`config.mk`:
```
export PLATFORM = sky130hd
export DESIGN_NAME = mem_arbiter
export DESIGN_NICKNAME = d
export VERILOG_FILES = /design/src/rtl/mem_arbiter_pkg.sv /design/src/rtl/mem_arbiter.sv
export SDC_FILE = /design/constraint.sdc
export NUM_CORES = 1
export LEC_CHECK = 0
export CAP_MARGIN = 40
export CORE_AREA = 2 2 223 225
export DETAILED_ROUTE_END_ITERATION = 6
export DIE_AREA = 0 0 225 227
export GPL_TIMING_DRIVEN = 0
export MAX_ROUTING_LAYER = met4
export PLACE_DENSITY = 0.58
export SLEW_MARGIN = 10
export SYNTH_ARGS = -nofsm -noshare
export SYNTH_HDL_FRONTEND = slang
export SYNTH_SLANG_ARGS = --single-unit
export TNS_END_PERCENT = 50
```
`constraint.sdc`:
```
create_clock -name clk -period 2.3 [get_ports clk]
set_clock_uncertainty 0.15 [all_clocks]
set_input_delay 0.46 -clock clk [delete_from_list [all_inputs] [get_ports clk]]
set_output_delay 0.46 -clock clk [all_outputs]
set_load 0.02 [all_outputs]
```
`src/rtl/mem_arbiter_pkg.sv`:
```
// mem_arbiter__pkg: shared types and limits for the L1-to-memory arbiter.
package mem_arbiter__pkg;
  typedef enum logic [1:0] {IDLE, ISSUE, WAIT, DONE} state_t;
  typedef enum logic {OWNER__I, OWNER__D} owner_t;
  localparam int MEM_LATENCY__MAX = 7;
endpackage

```
`src/rtl/mem_arbiter.sv`:
```
// mem_arbiter: round-robin arbiter sharing one memory port between the L1I and L1D caches.
//   clk, rst (async active-low)
//   l1i_to_mem__* / l1d_to_mem__* : req/addr/we/wr_data in, ack/rd_data out
//   mem__addr/wr_data/en/we out, mem__rd_data in (valid MEM_LATENCY cycles after mem__en)
module mem_arbiter
  import mem_arbiter__pkg::*;
#(
  parameter int ADDR_WIDTH  = 61,
  parameter int DATA_WIDTH  = 64,
  parameter int MEM_LATENCY = 1
) (
  input  logic                  clk,
  input  logic                  rst,
  input  logic                  l1i_to_mem__req,
  input  logic [ADDR_WIDTH-1:0] l1i_to_mem__addr,
  input  logic                  l1i_to_mem__we,
  input  logic [DATA_WIDTH-1:0] l1i_to_mem__wr_data,
  output logic                  l1i_to_mem__ack,
  output logic [DATA_WIDTH-1:0] l1i_to_mem__rd_data,
  input  logic                  l1d_to_mem__req,
  input  logic [ADDR_WIDTH-1:0] l1d_to_mem__addr,
  input  logic                  l1d_to_mem__we,
  input  logic [DATA_WIDTH-1:0] l1d_to_mem__wr_data,
  output logic                  l1d_to_mem__ack,
  output logic [DATA_WIDTH-1:0] l1d_to_mem__rd_data,
  output logic [ADDR_WIDTH-1:0] mem__addr,
  output logic [DATA_WIDTH-1:0] mem__wr_data,
  output logic                  mem__en,
  output logic                  mem__we,
  input  logic [DATA_WIDTH-1:0] mem__rd_data
);
  state_t                state;
  owner_t                owner, ptr, win;
  logic [2:0]            cnt;
  logic [ADDR_WIDTH-1:0] addr;
  logic                  we;
  logic [DATA_WIDTH-1:0] wd, rd_i, rd_d;

  always_ff @(posedge clk or negedge rst) begin
    if (!rst) begin
      state <= IDLE;
      owner <= OWNER__D;
      ptr   <= OWNER__D;
      cnt   <= '0;
      addr  <= '0;
      we    <= 1'b0;
      wd    <= '0;
      rd_i  <= '0;
      rd_d  <= '0;
    end else begin
      case (state)
        IDLE: if (l1i_to_mem__req || l1d_to_mem__req) begin
          owner <= win;
          addr  <= win == OWNER__D ? l1d_to_mem__addr : l1i_to_mem__addr;
          we    <= win == OWNER__D ? l1d_to_mem__we : l1i_to_mem__we;
          wd    <= win == OWNER__D ? l1d_to_mem__wr_data : l1i_to_mem__wr_data;
          state <= ISSUE;
        end
        ISSUE: begin
          cnt   <= 3'(MEM_LATENCY);
          state <= WAIT;
        end
        WAIT: begin
          cnt <= cnt - 3'd1;
          if (cnt == 3'd1) begin
            if (!we && owner == OWNER__D) rd_d <= mem__rd_data;
            if (!we && owner == OWNER__I) rd_i <= mem__rd_data;
            state <= DONE;
          end
        end
        DONE: begin
          ptr   <= owner == OWNER__D ? OWNER__I : OWNER__D;
          state <= IDLE;
        end
        default: state <= IDLE;
      endcase
    end
  end

  always_comb begin
    // ptr only breaks ties; a lone requester always wins
    win = (l1i_to_mem__req && l1d_to_mem__req) ? ptr : (l1d_to_mem__req ? OWNER__D : OWNER__I);
    mem__en             = state == ISSUE;
    mem__we             = we;
    mem__addr           = addr;
    mem__wr_data        = wd;
    l1i_to_mem__ack     = state == DONE && owner == OWNER__I;
    l1d_to_mem__ack     = state == DONE && owner == OWNER__D;
    l1i_to_mem__rd_data = rd_i;
    l1d_to_mem__rd_data = rd_d;
  end
endmodule

```
==> flow_summary.toml <==
[status]
status = "finished clean"

[floorplanning]
dieArea_um2 = 51100
die_y_um = 227
std_cell_rows = 81
start_util_pct = 23.3
die_w_um = 225
fp.coreArea_um2 = 48500
ioPinCount = 577

[critical_path]
worstPathArrival_ns = 1.65
crit_required_ns = 1.69
setup.worst_path.start = "mem__wr_data[44]"
worstPathCellList = "clkdlybuf4s50_1"
end_kind = "primary output"
worstReg2RegEnd = "mem__wr_data[43]"
crit_slowest_cell = "clkdlybuf4s50_1"
setup.worst_path.class = "register to primary output"
crit_path_max_fanout = 2
r2r-start = "ptr"
path_buf_inv = 1
path_delay_family = "buffers and inverters"
critPathMaxStageDelay_ns = 0.72
r2r_cells = 5
start_kind = "register"
r2r_slack_ns = 0.13

[timing]
rsz0062_at_grt = "true"
setup_viol = 0
fin_crit_sh_pct = 98.5
relSlewSlack_pct = 50.5
drv_slew = 0
fmax_mhz = 442
setup_ws_ns = 0.0352
hold_violations = 0
min_period_ns = 2.26
worst_pin_slew_ns = 0.743

[synthesis]
syn-cell-area_um2 = 11300
synth_edf_count = 0
synth_fp_nets = 1357
synthTopCellsByCount = "dfrtp_1, nor2_1, nand3_1"
ys_seq_area_share_pct = 57.8
synth_ff_type = "dfrtp_1"
synth-seq-cells = 261
synth_top_area_cell = "dfrtp_1"
async_reset_ff_share_pct = 100
synth_top_cell_area_share_pct = 57.4
yosysMostFrequentCell = "dfrtp_1"
yosys_warnings = 0
ys_top_cells_by_area = "dfrtp_1, mux2_2, a31oi_1"
synthCells = 1029
synth_cell_types = 31
synth.avg_cell_area_um2 = 11.0

[power]
p_sw_uw = 10400
p_leak_uw = 0.00753
combPwrFrac_pct = 51.5
vdd_drop_max_uv = 521
pwr-share-clk_pct = 17.5
p_int_uw = 16300
powerDensity_nw_per_um2 = 1410
seq_power_share_pct = 31.0
swShare_pct = 39.0

[global_route]
grt.overflow.total = 0
grt_pass1_wl_um = 69000
grt_usage_pct = 18.4
antenna_found_initial = 3
grt_max_degree = 96
grt_pass1_vias = 10963

[min_path]
hp-class = "input pin to register"
worstHoldStart = "l1i_to_mem__addr[21]"
whs_path_depth = 3
holdPathEnd = "mem__addr[21]"

[job]
cap_violations = 0

[detailed_routing]
routed_wirelength_um = 47500
drc_errors = 0
vias = 10627
via_per_inst = 4.65
dr.pass1.iters = 5
wire_per_inst_um = 20.8
antenna_left = 0
drt_iter0_drc = 626

[clock_network]
cts_sinks = 261
clk_latency_ns = 0.56
ctsRootBufferMaster = "clkbuf_16"
postCtsSetupBuffers = 0
clk_pin_slew_ns = 0.07
htree_levels = 1
cts_tree = "built"
clk_path_buf_depth = 3
cts_made_buffers = 31

[layout]
nNetsFinal = 1969
drive_above_1_share_pct = 14.3
finish.instance_area_um2 = 18900
fillCellCount = 4840
area_growth_pct = 67.6
regArea_um2 = 6530
multi_input_area_um2 = 4260

[placed_design]
dp_hpwl_um = 36800
place_area_um2 = 17900
portBuffers = 576
place.gp.congestion = 0.914
dpl_worst_slack_ns = -0.644
==> stage by stage <==
stage               setup TNS, ns  std cells  hold slack, ns  utilization [%]  power [uW]
floorplan                       0       1029          0.0144                -       15000
global placement         -3007.41       2227           0.336             36.7       22000
detailed placement         -55.50       2230           0.342             36.9       22200
CTS                             0       2282           0.284             38.9       27000
global route              -0.0182       2285           0.312             39.0       28200
finish                          0       2286           0.319             39.0       26700
==> per-layer routing <==
layer / vias to the layer above / track usage, % / wire, um
met1: 5165 / 21.0 / 18800
met2: 457 / 31.0 / 23300
met4: 0 / 6.05 / 1410
li1: 4929 / - / -
met3: 76 / 5.19 / 4010
met5: - / - / 0
==> cell usage in the layout (no fill, tap or decap), types with 12 or more instances in the layout <==
master | synthesis | layout
a31oi_1 | 126 | 126
nand3_1 | 127 | 127
buf_6 | 11 | 12
dfrtp_1 | 259 | 259
clkbuf_2 | 0 | 15
clkdlybuf4s50_1 | 0 | 564
clkbuf_16 | 0 | 31
o21ai_0 | 122 | 122
nor2_1 | 130 | 130
mux2_2 | 123 | 123
clkbuf_1 | 64 | 50
==> worst max path at each step <==
stage | to | depth (start not counted)
6_report | mem__wr_data[44] | 1
5_1_grt | mem__wr_data[37] | 5
4_1_cts | mem__en | 3
3_5_place_dp | mem__wr_data[49] | 6
3_3_place_gp | mem__addr[27] | 1
2_1_floorplan | l1i_to_mem__rd_data[23] | 6
==> what timing repair did <==
action,in CTS,in global routing
endpoints found under the setup margin,137,124
gates cloned,0,0
hold buffers,1,0
hold endpoints to repair,87,0
resized for setup,36,29
==> power by group through the flow <==
| stage | logic (uW) | clock network, uW | registers, uW |
|---|---|---|---|
| 2_1_floorplan | 4010 | 0 | 11000 |
| 3_3_place_gp | 13800 | 0 | 8270 |
| 3_5_place_dp | 13900 | 0 | 8330 |
| 4_1_cts | 13900 | 4810 | 8280 |
| 5_1_grt | 14700 | 5010 | 8560 |
| 6_report | 13800 | 4660 | 8270 |
==> final cells by class <==
class                   count  area share [%]
clock inverters             7           0.205
well taps                 622            4.11
flip-flops and latches    261            34.5
multi-input cells         665            22.5
diodes                      4          0.0529
inverters                   7           0.139
repair buffers            580            30.8
plain buffers              95            2.82
clock buffers              45            4.85
==> registers in the layout (all words and copies together) (netlist names) <==
register / flops
ptr: 1
mem__we: 1
mem__addr: 61
owner: 1
mem__wr_data: 64
cnt: 3
l1i_to_mem__rd_data: 64
state: 2
l1d_to_mem__rd_data: 64
==> cells by family after synthesis <==
family / count (synthesis) / share of synthesized area [%]
adders and majority gates: 8 / 0.886
buffers and inverters: 103 / 4.44
DFF: 261 / 57.8
and+or+nand+nor: 268 / 10.7
muxes: 131 / 13.2
AOI/OAI and AO/OA: 258 / 12.9
No activity file was read; power rests on OpenSTA's default activity.
